==> src/rtl/fnd_scan_drv.sv <==
// ---------------------------------------------------------------------------
// fnd_scan_drv
//
// Time-multiplexed scan driver for a 6-digit common-cathode 7-segment (FND)
// display. Each digit is lit for SHOW_CYC clocks. All digits are then dark for
// BLANK_CYC clocks before the next digit is lit. This blanking gap removes
// ghosting caused by segment/enable switching skew.
//
// Frame coherence: the digit codes, DP mask and leading-zero flag are captured
// into a snapshot on the BLANK->SHOW edge of digit 0. Digit 0 itself is decoded
// from the live inputs on that edge. Digits 1..5 come from the snapshot, so one
// frame never mixes values from two different input words.
//
// Parameters
//   SHOW_CYC   clocks each digit is enabled (>= 1)
//   BLANK_CYC  clocks all digits are off between two digits (>= 1)
//
// Ports
//   clk         system clock
//   rst_n       synchronous reset, ACTIVE-HIGH despite the name (1 = reset)
//   i_digits    six 4-bit codes, [4k+3:4k] = digit k, digit 0 is rightmost
//   i_dp_mask   bit k lights the decimal point of digit k
//   i_blank_lz  1 = blank leading zeros (digit 0 is never blanked)
//   i_disp_en   0 = display off; scan restarts from digit 0 when re-enabled
//   o_seg       segments {a,b,c,d,e,f,g} = [6:0], active-high, registered
//   o_seg_dp    decimal point, active-high, registered
//   o_seg_enb   digit enables, active-low one-hot (bit k = digit k), registered
// ---------------------------------------------------------------------------
module fnd_scan_drv #(
    parameter int SHOW_CYC  = 8000,
    parameter int BLANK_CYC = 330
) (
    input  logic        clk,
    input  logic        rst_n,
    input  logic [23:0] i_digits,
    input  logic [5:0]  i_dp_mask,
    input  logic        i_blank_lz,
    input  logic        i_disp_en,
    output logic [6:0]  o_seg,
    output logic        o_seg_dp,
    output logic [5:0]  o_seg_enb
);

    // -----------------------------------------------------------------------
    // Interval counter sizing. One counter serves both phases, so it is as
    // wide as the larger of the two terminal counts needs. The terminal count
    // is matched exactly, so the counter never wraps.
    // -----------------------------------------------------------------------
    localparam int SHOW_W  = (SHOW_CYC  > 1) ? $clog2(SHOW_CYC)  : 1;
    localparam int BLANK_W = (BLANK_CYC > 1) ? $clog2(BLANK_CYC) : 1;
    localparam int CNT_W   = (SHOW_W > BLANK_W) ? SHOW_W : BLANK_W;

    localparam logic [CNT_W-1:0] SHOW_LAST  = CNT_W'(SHOW_CYC - 1);
    localparam logic [CNT_W-1:0] BLANK_LAST = CNT_W'(BLANK_CYC - 1);

    localparam int          NUM_DIG  = 6;
    localparam logic [2:0]  LAST_IDX = 3'd5;
    localparam logic [5:0]  ENB_OFF  = 6'h3F;

    typedef enum logic [0:0] {
        ST_BLANK = 1'b0,
        ST_SHOW  = 1'b1
    } scan_state_t;

    // -----------------------------------------------------------------------
    // State
    // -----------------------------------------------------------------------
    scan_state_t        state_q;
    logic [2:0]         idx_q;          // digit that is shown / shown next
    logic [CNT_W-1:0]   cnt_q;          // clocks spent in the current phase

    logic [23:0]        snap_digits_q;  // frame snapshot
    logic [5:0]         snap_dp_q;
    logic               snap_lz_q;

    logic [6:0]         seg_q;
    logic               dp_q;
    logic [5:0]         enb_q;

    // -----------------------------------------------------------------------
    // Hex to 7-segment decode, segment order {a,b,c,d,e,f,g}
    // -----------------------------------------------------------------------
    function automatic logic [6:0] seg_decode(input logic [3:0] code);
        logic [6:0] seg;
        case (code)
            4'h0:    seg = 7'h7E;
            4'h1:    seg = 7'h30;
            4'h2:    seg = 7'h6D;
            4'h3:    seg = 7'h79;
            4'h4:    seg = 7'h33;
            4'h5:    seg = 7'h5B;
            4'h6:    seg = 7'h5F;
            4'h7:    seg = 7'h70;
            4'h8:    seg = 7'h7F;
            4'h9:    seg = 7'h7B;
            4'hA:    seg = 7'h77;
            4'hB:    seg = 7'h1F;
            4'hC:    seg = 7'h4E;
            4'hD:    seg = 7'h3D;
            4'hE:    seg = 7'h4F;
            default: seg = 7'h47;   // 4'hF
        endcase
        return seg;
    endfunction

    // -----------------------------------------------------------------------
    // Snapshot views, padded to 8 entries so that a 3-bit index is always
    // in range. Entries 6 and 7 are never selected by the scan.
    // -----------------------------------------------------------------------
    logic [3:0] snap_code [8];
    logic [7:0] digit_zero;     // snapshot digit k equals 0x0
    logic [7:0] zero_tail;      // snapshot digits k..5 all equal 0x0
    logic [7:0] snap_dp_ext;

    genvar gi;
    generate
        for (gi = 0; gi < NUM_DIG; gi++) begin : g_snap_code
            assign snap_code[gi]  = snap_digits_q[4*gi +: 4];
            assign digit_zero[gi] = (snap_digits_q[4*gi +: 4] == 4'h0);
        end
        for (gi = NUM_DIG; gi < 8; gi++) begin : g_snap_pad
            assign snap_code[gi]  = 4'h0;
            assign digit_zero[gi] = 1'b0;
            assign zero_tail[gi]  = 1'b0;
        end

        // A digit is a leading zero when it and every more significant
        // digit are zero. Build that as a chain from digit 5 downwards.
        assign zero_tail[NUM_DIG-1] = digit_zero[NUM_DIG-1];
        for (gi = 0; gi < NUM_DIG - 1; gi++) begin : g_zero_tail
            assign zero_tail[gi] = digit_zero[gi] & zero_tail[gi+1];
        end
    endgenerate

    assign snap_dp_ext = {2'b00, snap_dp_q};

    // -----------------------------------------------------------------------
    // Values to load on the next BLANK->SHOW edge for digit idx_q.
    // For digit 0 the snapshot is loaded on that same edge, so its code and
    // DP come straight from the live inputs. Digit 0 is never zero-blanked,
    // so the leading-zero flag only ever matters from the snapshot.
    // -----------------------------------------------------------------------
    logic [3:0] code_d;
    logic       suppress_d;
    logic [6:0] seg_d;
    logic       dp_d;
    logic [5:0] enb_d;
    logic [2:0] idx_d;

    always_comb begin
        code_d     = snap_code[idx_q];
        dp_d       = snap_dp_ext[idx_q];
        suppress_d = snap_lz_q && zero_tail[idx_q];
        if (idx_q == 3'd0) begin
            code_d     = i_digits[3:0];
            dp_d       = i_dp_mask[0];
            suppress_d = 1'b0;
        end
        seg_d = suppress_d ? 7'h00 : seg_decode(code_d);
        // Blanked digits still drive their enable, which keeps the scan
        // duty cycle (and so the brightness) the same for every digit.
        enb_d = ~(6'b00_0001 << idx_q);
        idx_d = (idx_q == LAST_IDX) ? 3'd0 : idx_q + 3'd1;
    end

    // -----------------------------------------------------------------------
    // Scan FSM with registered outputs. Outputs change only on the phase
    // edges and stay constant for the whole SHOW or BLANK interval.
    // Reset has priority over the display enable. A low display enable
    // forces the same state as reset except that the snapshot is left
    // alone; it is reloaded before it is used again anyway.
    // -----------------------------------------------------------------------
    always_ff @(posedge clk) begin
        if (rst_n) begin
            state_q       <= ST_BLANK;
            idx_q         <= 3'd0;
            cnt_q         <= '0;
            snap_digits_q <= '0;
            snap_dp_q     <= '0;
            snap_lz_q     <= 1'b0;
            seg_q         <= 7'h00;
            dp_q          <= 1'b0;
            enb_q         <= ENB_OFF;
        end else if (!i_disp_en) begin
            state_q <= ST_BLANK;
            idx_q   <= 3'd0;
            cnt_q   <= '0;
            seg_q   <= 7'h00;
            dp_q    <= 1'b0;
            enb_q   <= ENB_OFF;
        end else begin
            case (state_q)
                ST_BLANK: begin
                    if (cnt_q == BLANK_LAST) begin
                        state_q <= ST_SHOW;
                        cnt_q   <= '0;
                        seg_q   <= seg_d;
                        dp_q    <= dp_d;
                        enb_q   <= enb_d;
                        if (idx_q == 3'd0) begin
                            snap_digits_q <= i_digits;
                            snap_dp_q     <= i_dp_mask;
                            snap_lz_q     <= i_blank_lz;
                        end
                    end else begin
                        cnt_q <= cnt_q + 1'b1;
                    end
                end
                ST_SHOW: begin
                    if (cnt_q == SHOW_LAST) begin
                        state_q <= ST_BLANK;
                        cnt_q   <= '0;
                        idx_q   <= idx_d;
                        seg_q   <= 7'h00;
                        dp_q    <= 1'b0;
                        enb_q   <= ENB_OFF;
                    end else begin
                        cnt_q <= cnt_q + 1'b1;
                    end
                end
                default: begin
                    state_q <= ST_BLANK;
                    cnt_q   <= '0;
                end
            endcase
        end
    end

    assign o_seg     = seg_q;
    assign o_seg_dp  = dp_q;
    assign o_seg_enb = enb_q;

endmodule

==> config.mk <==
export PLATFORM = sky130hd
export DESIGN_NAME = fnd_scan_drv
export DESIGN_NICKNAME = d
export VERILOG_FILES = /design/src/rtl/fnd_scan_drv.sv
export SDC_FILE = /design/constraint.sdc
export NUM_CORES = 1
export LEC_CHECK = 0
export CELL_PAD_IN_SITES_DETAIL_PLACEMENT = 0
export CELL_PAD_IN_SITES_GLOBAL_PLACEMENT = 1
export CORE_MARGIN = 2
export CORE_UTILIZATION = 39
export CTS_CLUSTER_DIAMETER = 150
export CTS_CLUSTER_SIZE = 14
export DETAILED_ROUTE_END_ITERATION = 6
export PLACE_DENSITY = 0.89
export REMOVE_ABC_BUFFERS = 1
export SYNTH_ARGS = -nofsm -noshare
export SYNTH_HDL_FRONTEND = slang
export SYNTH_SLANG_ARGS = --single-unit
==> constraint.sdc <==
create_clock -name clk -period 3.05 [get_ports clk]
set_clock_uncertainty 0.2 [all_clocks]
set_input_delay 0.4575 -clock clk [delete_from_list [all_inputs] [get_ports clk]]
set_output_delay 0.4575 -clock clk [all_outputs]
set_load 0.1 [all_outputs]
==> results.md, run 1 <==
- Status: completed
- LEAKAGE: ~1.3 nW
- Diode count: 0
- Resized cells post-CTS: 0
- Reg2Reg Launch Point: idx_q[0]$_SDFFE_PP0P_
- Design Power: about 1.7 mW
- Clock Path Buffers: 2
- Worst-Skew Late Latency: 0.34 ns
- Largest net degree at the start of global routing: 27
- First-pass GRT wire length: 10.20 mm
- R2r setup slk: about 0.4 ns
- Synth Register Bits: 57
- Data arrival, critical path: about 2.7 ns
- Die Width: roughly 89 um
- Initial DRC count: 93
- Num ports: 48
- Cts hold-fix bufs: 0
- Vias: 2456
- Post-synthesis sequential area ratio: 0.4021
- Setup Crit Path Kind: flop to flop
- Largest family of logic cells by synthesized area: simple AND/OR/NAND/NOR gates
- Router iterations before antenna repair: 4
- Clk slew on worst S/H paths: 0.06 ns
- DRC Markers: 0
- Max Freq: 376.6 MHz
- Slew Limit Headroom: 0.4262
- RR Endpoint: o_seg[0]$_SDFFE_PP0P_
- Min-Delay Startpoint: snap_dp_q[3]$_SDFFE_PP0P_
- Worst Hold Margin: ~0.25 ns
- Max_cap viols: 0
- Met1 WL: around 3.2 mm
- DR WL/cell: approximately 13 um
- Hold Path Stages: 2
- Crit start category: flop
- Count leader, synth: nand2_1
- TritonCTS buffer count: 9
- CTS root buf: clkbuf_8
- WL met2: approximately 2.6 mm
- Library cells used by synthesis: 44
- Mean post-synth cell area: 8.202 sq um
- Core area: 7137 sq um
- ANT nets after route: 0
- Syn Inst Count: 346
- Area contributors post-synth: dfxtp_1 (40%), nand2_1 (8.1%), a21oi_1 (6.2%), mux2i_1 (4.2%), nor2_1 (4.2%)
- Crit path launch: idx_q[0]$_SDFFE_PP0P_
- Async SR Flop Fraction: 0
- Met3 wire len: a little over 300 um
- Vias in the first global route: 2156
- Die area: roughly 8000 sq um
- Crit Path Max Fanout: 15
- Netlist Area Pre-Place: 2838 sq um
- Hold Path Class: flop to flop
- Post-synthesis compound-gate area fraction: 0.1578
- Most used DFF post-synth: dfxtp_1
- Worst Max-Slew Pin Slew: around 0.85 ns
- CTS tree: yes
- Multiplexer share of the synthesized area: 0.05423
- Total Wirelength: slightly above 6 mm
- Area Growth Syn to Fin: 25.31%
- CP required: around 3.1 ns
- Setup TNS: 0 ns
- Synth warn: 0
- Worst IR drop on VDD: ~0.26 mV
- Post-CTS setup buffers: 0
- Net count, final: 430
- Vias per std cell: ~5.0
- Final core utilization: 0.4982
- Power per cell area: approximately 470 nW/um^2
- Synth cell count leaders: nand2_1 (61), dfxtp_1 (57), a21oi_1 (35)
- Fin crit period: 2.656 ns
- Worst Hold End: snap_dp_q[3]$_SDFFE_PP0P_
- CTS HTree Levels: 3
- PortBufs: between 40 and 50
- Simple-gate area share of the yosys netlist: 0.2487
- Synth area leader: dfxtp_1
- Post-placement cell area: about 3300 sq um
- Synthesized-area fraction occupied by adder cells: 0.03968
- RSZ-0062 raised after global routing: no
- GRT Total Usage: 0.1669
- Area share of the leading cell type in the synthesized netlist: 0.4021
- Aggregate global routing overflow: 0
- Final Setup Violations: 0
- Top layer in use: met4
- Clock sink count: 57
- Worst Setup End Kind: flop
- Die H: a little under 90 um
- Final instance area: around 3600 sq um
- Rows: 31
- Tcrit/Tclk final: 0.8707
- Max-slew violations: 0
- Hold Violations, Final: 0
- HPWL after detailed placement: about 4.5 mm
- Starting density of the core: 0.3976
- GP Congestion: 0.8157
- Post-synth EDFFs: 0
- Post-synthesis xor/xnor area fraction: 0.04012
- Initial antenna violation count: 0
- Reg2reg path depth: 7
- Layout cell share with drive strength beyond 1: 0.1199
[cell usage in the layout, fill, tap and decap left out, types with 11 or more instances in the layout]
master,synthesis,final
a21oi_1,35,35
nand3_1,14,14
clkdlybuf4s50_1,0,33
nor2_1,32,32
nand2_1,61,61
mux2i_1,12,12
clkbuf_8,0,11
buf_4,5,21
dfxtp_1,57,57
[flip-flops by register name (all words and copies together) (netlist names)]
| register | cells |
|---|---|
| cnt_q | 13 |
| state_q | 1 |
| snap_dp_q | 5 |
| idx_q | 3 |
| snap_digits_q | 20 |
| snap_lz_q | 1 |
| o_seg | 7 |
| o_seg_enb | 6 |
| o_seg_dp | 1 |
[per-stage QoR]
step                cells  worst slack [ns]
global placement      475            0.4072
CTS                   491            0.4046
detailed placement    475            0.3686
global route          491            0.1913
finish                491            0.3943
floorplan             322            0.4491
[final cells by class]
class,instances,area [sq um]
inverters,10,40.04
repair buffers,54,488.0
clock inverters,5,77.57
flip-flops and latches,57,1141
clock buffers,11,151.4
fillers,725,3581
multi-input cells,255,1534
well taps,99,123.9
[cell families (layout without fill, tap and decap cells)]
family / Yosys count / after routing
simple gates: 151 / 151
compound gates: 67 / 67
flops: 57 / 57
buf+inv: 34 / 80
mux: 15 / 15
xor+xnor: 13 / 13
fa+ha+maj: 9 / 9
[report_power, final]
part	internal (mW)	total [mW]	switching [mW]
clock network	0.501	0.807	0.306
logic	0.0593	0.101	0.0419
registers	0.745	0.747	0.00140
total	1.31	1.65	0.349
[worst max path at each step]
stage	endpoint	slack [ns]
after floorplan	o_seg[0]$_SDFFE_PP0P_	0.45
after global placement	o_seg[2]$_SDFFE_PP0P_	0.41
after detailed placement	o_seg[6]$_SDFFE_PP0P_	0.37
after CTS	o_seg[0]$_SDFFE_PP0P_	0.40
after global routing	o_seg[0]$_SDFFE_PP0P_	0.19
final	o_seg[0]$_SDFFE_PP0P_	0.39
[layer usage]
layer | global-route usage | up-vias
li1 | - | 1278
met1 | 0.2331 | 1108
met2 | 0.2451 | 63
met3 | 0.03416 | 7
met4 | 0.08141 | 0
met5 | 0 | -
[critical path, cell delays in order (launching register included)]
cell and delay (ns):
dfxtp_1 0.47, or3_1 0.46, o22ai_1 0.50, inv_1 0.15, ha_1 0.27, mux2_2 0.27
a22oi_1 0.14, a22o_1 0.14
Power figures use the tool's default switching activity.
==> run 2: changes to the inputs <==
--- a/config.mk
+++ b/config.mk
@@ -5,14 +5,16 @@
 export SDC_FILE = /design/constraint.sdc
 export NUM_CORES = 1
 export LEC_CHECK = 0
+export ABC_AREA = 1
 export CELL_PAD_IN_SITES_DETAIL_PLACEMENT = 0
 export CELL_PAD_IN_SITES_GLOBAL_PLACEMENT = 1
 export CORE_MARGIN = 2
-export CORE_UTILIZATION = 39
+export CORE_UTILIZATION = 40
+export CTS_BUF_LIST = sky130_fd_sc_hd__clkbuf_4 sky130_fd_sc_hd__clkbuf_8
 export CTS_CLUSTER_DIAMETER = 150
 export CTS_CLUSTER_SIZE = 14
 export DETAILED_ROUTE_END_ITERATION = 6
-export PLACE_DENSITY = 0.89
+export PLACE_DENSITY = 0.92
 export REMOVE_ABC_BUFFERS = 1
 export SYNTH_ARGS = -nofsm -noshare
 export SYNTH_HDL_FRONTEND = slang
==> results.md, run 2 <==
- Die area: 8396 sq um (+5.3%)
- Crit start category: flop
- Synth warn: 0 (unchanged)
- DRC Markers: 0 (unchanged)
- First-pass GRT wire length: 11.34 mm (+11%)
- Max Freq: 429.6 MHz (+14%)
- Vias in the first global route: 2510 (+16%)
- CP required: 3.08 ns (-0.05 ns)
- Max FFs per register: 20 (unchanged)
- Post-synthesis sequential area ratio: 0.3715 (-0.03063)
- Fill count: 735 (+1.4%)
- Count leader, synth: nand2_1
- Die H: 91.63 um (+2.6%)
- Commonest non-fill, non-tap cell in the layout: nand2_1
- Worst IR drop on VDD: 0.2769 mV (+8.0%)
- Most frequent cells in the layout: nand2_1 (87), inv_1 (64), dfxtp_1 (57)
- Power per cell area: 407.0 nW/um^2 (-13%)
- Register with the most flip-flops: snap_digits_q
- Die Width: 91.63 um (+2.6%)
- Worst Setup End Kind: flop
- Setup Crit Path Kind: flop to flop
- CTS HTree Levels: 3 (unchanged)
- GP Congestion: 0.8468 (+3.8%)
- Worst Max-Slew Pin Slew: 0.6358 ns (-0.2183 ns)
- CTS root buf: clkbuf_8
- Post-Place Worst Slack: 0.6611 ns (+0.2925 ns)
- Setup TNS: 0 ns (unchanged)
- Syn Inst Count: 422 (+22%)
- Area Growth Syn to Fin: 21.63%
- Met2 Use GR: 0.2543 (+0.009171)
- Async SR Flop Fraction: 0 (unchanged)
- Synth area leader: dfxtp_1
- CTS tree: yes
- ANT nets after route: 0 (unchanged)
- Resized cells post-CTS: 0 (unchanged)
- LEAKAGE: 1.615 nW (+26%)
- Clock Path Buffers: 2 (unchanged)
- Worst-Skew Late Latency: 0.33 ns (about the same)
- Hold Violations, Final: 0 (unchanged)
- Seq. cell area: 1141 sq um (unchanged)
- Max_cap viols: 0 (unchanged)
- Initial DRC count: 91 (-2.2%)
- Starting density of the core: 0.4190 (+0.02140)
- Diode count: 0 (unchanged)
- Gr busiest metal: met2
- Layout cell share with drive strength beyond 1: 0.1547 (+0.03476)
- Router iterations before antenna repair: 5 (+1)
- Synth Register Bits: 57 (unchanged)
- Status: completed
- Hold Path Class: flop to flop
- Num ports: 48 (unchanged)
- RSZ-0062 raised after global routing: no
- TritonCTS buffer count: 9 (unchanged)
- Rows: 31 (unchanged)
- Most used DFF post-synth: dfxtp_1
- DR WL/cell: 11.18 um (-11%)
- PortBufs: 47 (unchanged)
- Largest net degree at the start of global routing: 53 (+96%)
- Multi-input logic area: 1554 sq um (+1.3%)
- Setup slack after layout: 0.7222 ns (+0.3279 ns)
- Clock sink count: 57 (unchanged)
- Area contributors post-synth: dfxtp_1 (37%), nand2_1 (11%), inv_1 (7.8%), a21oi_2 (6.8%), nor2_1 (5.0%)
- GRT met3 Usage: 0.05588 (+0.02171)
- Cts hold-fix bufs: 0 (unchanged)
- HPWL after detailed placement: 4.872 mm (+8.8%)
- Max-slew violations: 0 (unchanged)
- Tcrit/Tclk final: 0.7632 (-0.1075)
- Clk slew on worst S/H paths: 0.06 ns (about the same)
- GRT Total Usage: 0.1650 (-0.001965)
- Final Setup Violations: 0 (unchanged)
- Area share of the leading cell type in the synthesized netlist: 0.3715 (-0.03063)
- Vias: 2681 (+9.2%)
- Synth cell count leaders: nand2_1 (87), inv_1 (64), dfxtp_1 (57)
- Core area: 7331 sq um (+2.7%)
- Post-CTS setup buffers: 0 (unchanged)
- Vias per std cell: 4.695 (-6.1%)
- Slew Limit Headroom: 0.5757 (+0.1495)
- Data arrival, critical path: 2.36 ns (-0.38 ns)
- Fin crit period: 2.328 ns (-0.3279 ns)
- Netlist Area Pre-Place: 3072 sq um (+8.2%)
- Initial antenna violation count: 0 (unchanged)
- Net count, final: 511 (+19%)
- Mean post-synth cell area: 7.279 sq um (-11%)
- GR Util met1: 0.2209 (-0.01223)
- Post-synth EDFFs: 0 (unchanged)
- Aggregate global routing overflow: 0 (unchanged)
- Crit Path Max Fanout: 9 (-6)
- Total Wirelength: 6.386 mm (+3.2%)
- Library cells used by synthesis: 38 (-14%)
run 2: cell types whose count changed in the layout (fill, tap and decap cells not counted), moves of 13 or more:
cell	previous run	this run
nand2_1	61	87
a21oi_2	0	24
a21oi_1	35	8
inv_1	8	64
o21ai_0	0	13
o21ai_1	8	24
run 2: through the flow:
stage,std cells,instance area (sq um),utilization,power (mW),hold WS [ns]
2_1_floorplan,407,2958,-,0.8131,0.2332
3_3_place_gp,556,3552,0.4846,0.8675,0.2423
3_5_place_dp,556,3552,0.4846,0.8682,0.2423
4_1_cts,571,3736,0.5096,1.543,0.2541
5_1_grt,571,3736,0.5096,1.589,0.2637
6_report,571,3736,0.5096,1.521,0.2486
run 2: final timing paths:
path | from | to | slack, ns | cells past startpoint
worst min register to register | o_seg[4]$_SDFFE_PP0P_ | o_seg[4]$_SDFFE_PP0P_ | 0.25 | 2
worst max register to register | idx_q[0]$_SDFFE_PP0P_ | o_seg[4]$_SDFFE_PP0P_ | 0.72 | 14
worst max-delay path | idx_q[0]$_SDFFE_PP0P_ | o_seg[4]$_SDFFE_PP0P_ | 0.72 | 14
worst min-delay path | o_seg[4]$_SDFFE_PP0P_ | o_seg[4]$_SDFFE_PP0P_ | 0.25 | 2
run 2: worst max-delay path: stages, from the launching register on:
cell and delay [ns]:
dfxtp_1 0.53, inv_4 0.10, nand2_1 0.11, inv_1 0.08
a21oi_1 0.16, nand2_1 0.08, nand3_1 0.18, inv_1 0.11
ha_1 0.24, inv_1 0.08, nand4_1 0.11, nand2_1 0.09
nand2_1 0.05, nand2_1 0.05, nand2_1 0.04
run 2: cell type report:
| type | instances | area share |
|---|---|---|
| Clock inverter | 4 | 0.01206 |
| Tap cell | 99 | 0.03315 |
| Timing Repair Buffer | 50 | 0.1259 |
| Inverter | 68 | 0.07033 |
| Sequential cell | 57 | 0.3054 |
| Clock buffer | 11 | 0.03717 |
| Multi-Input combinational cell | 282 | 0.4159 |
run 2: layer usage:
layer | up-vias | routed length [um]
met2 | 59 | 2907
met4 | 0 | 20
met3 | 2 | 302
met1 | 1171 | 3155
met5 | - | 0
li1 | 1449 | -
run 2: cell families after synthesis:
logic type / after synthesis / share of synthesized area
XOR/XNOR: 7 / 0.01996
flip-flops: 57 / 0.3715
adder cells (fa/ha/maj): 9 / 0.03666
buffers and inverters: 83 / 0.1226
AND/OR/NAND/NOR: 188 / 0.2859
AO/OA/AOI/OAI: 78 / 0.1633
run 2: where the power goes:
group | internal (mW) | total [mW] | switching, mW
clock network | 0.386 | 0.670 | 0.283
registers | 0.746 | 0.747 | 0.00116
logic | 0.0550 | 0.104 | 0.0493
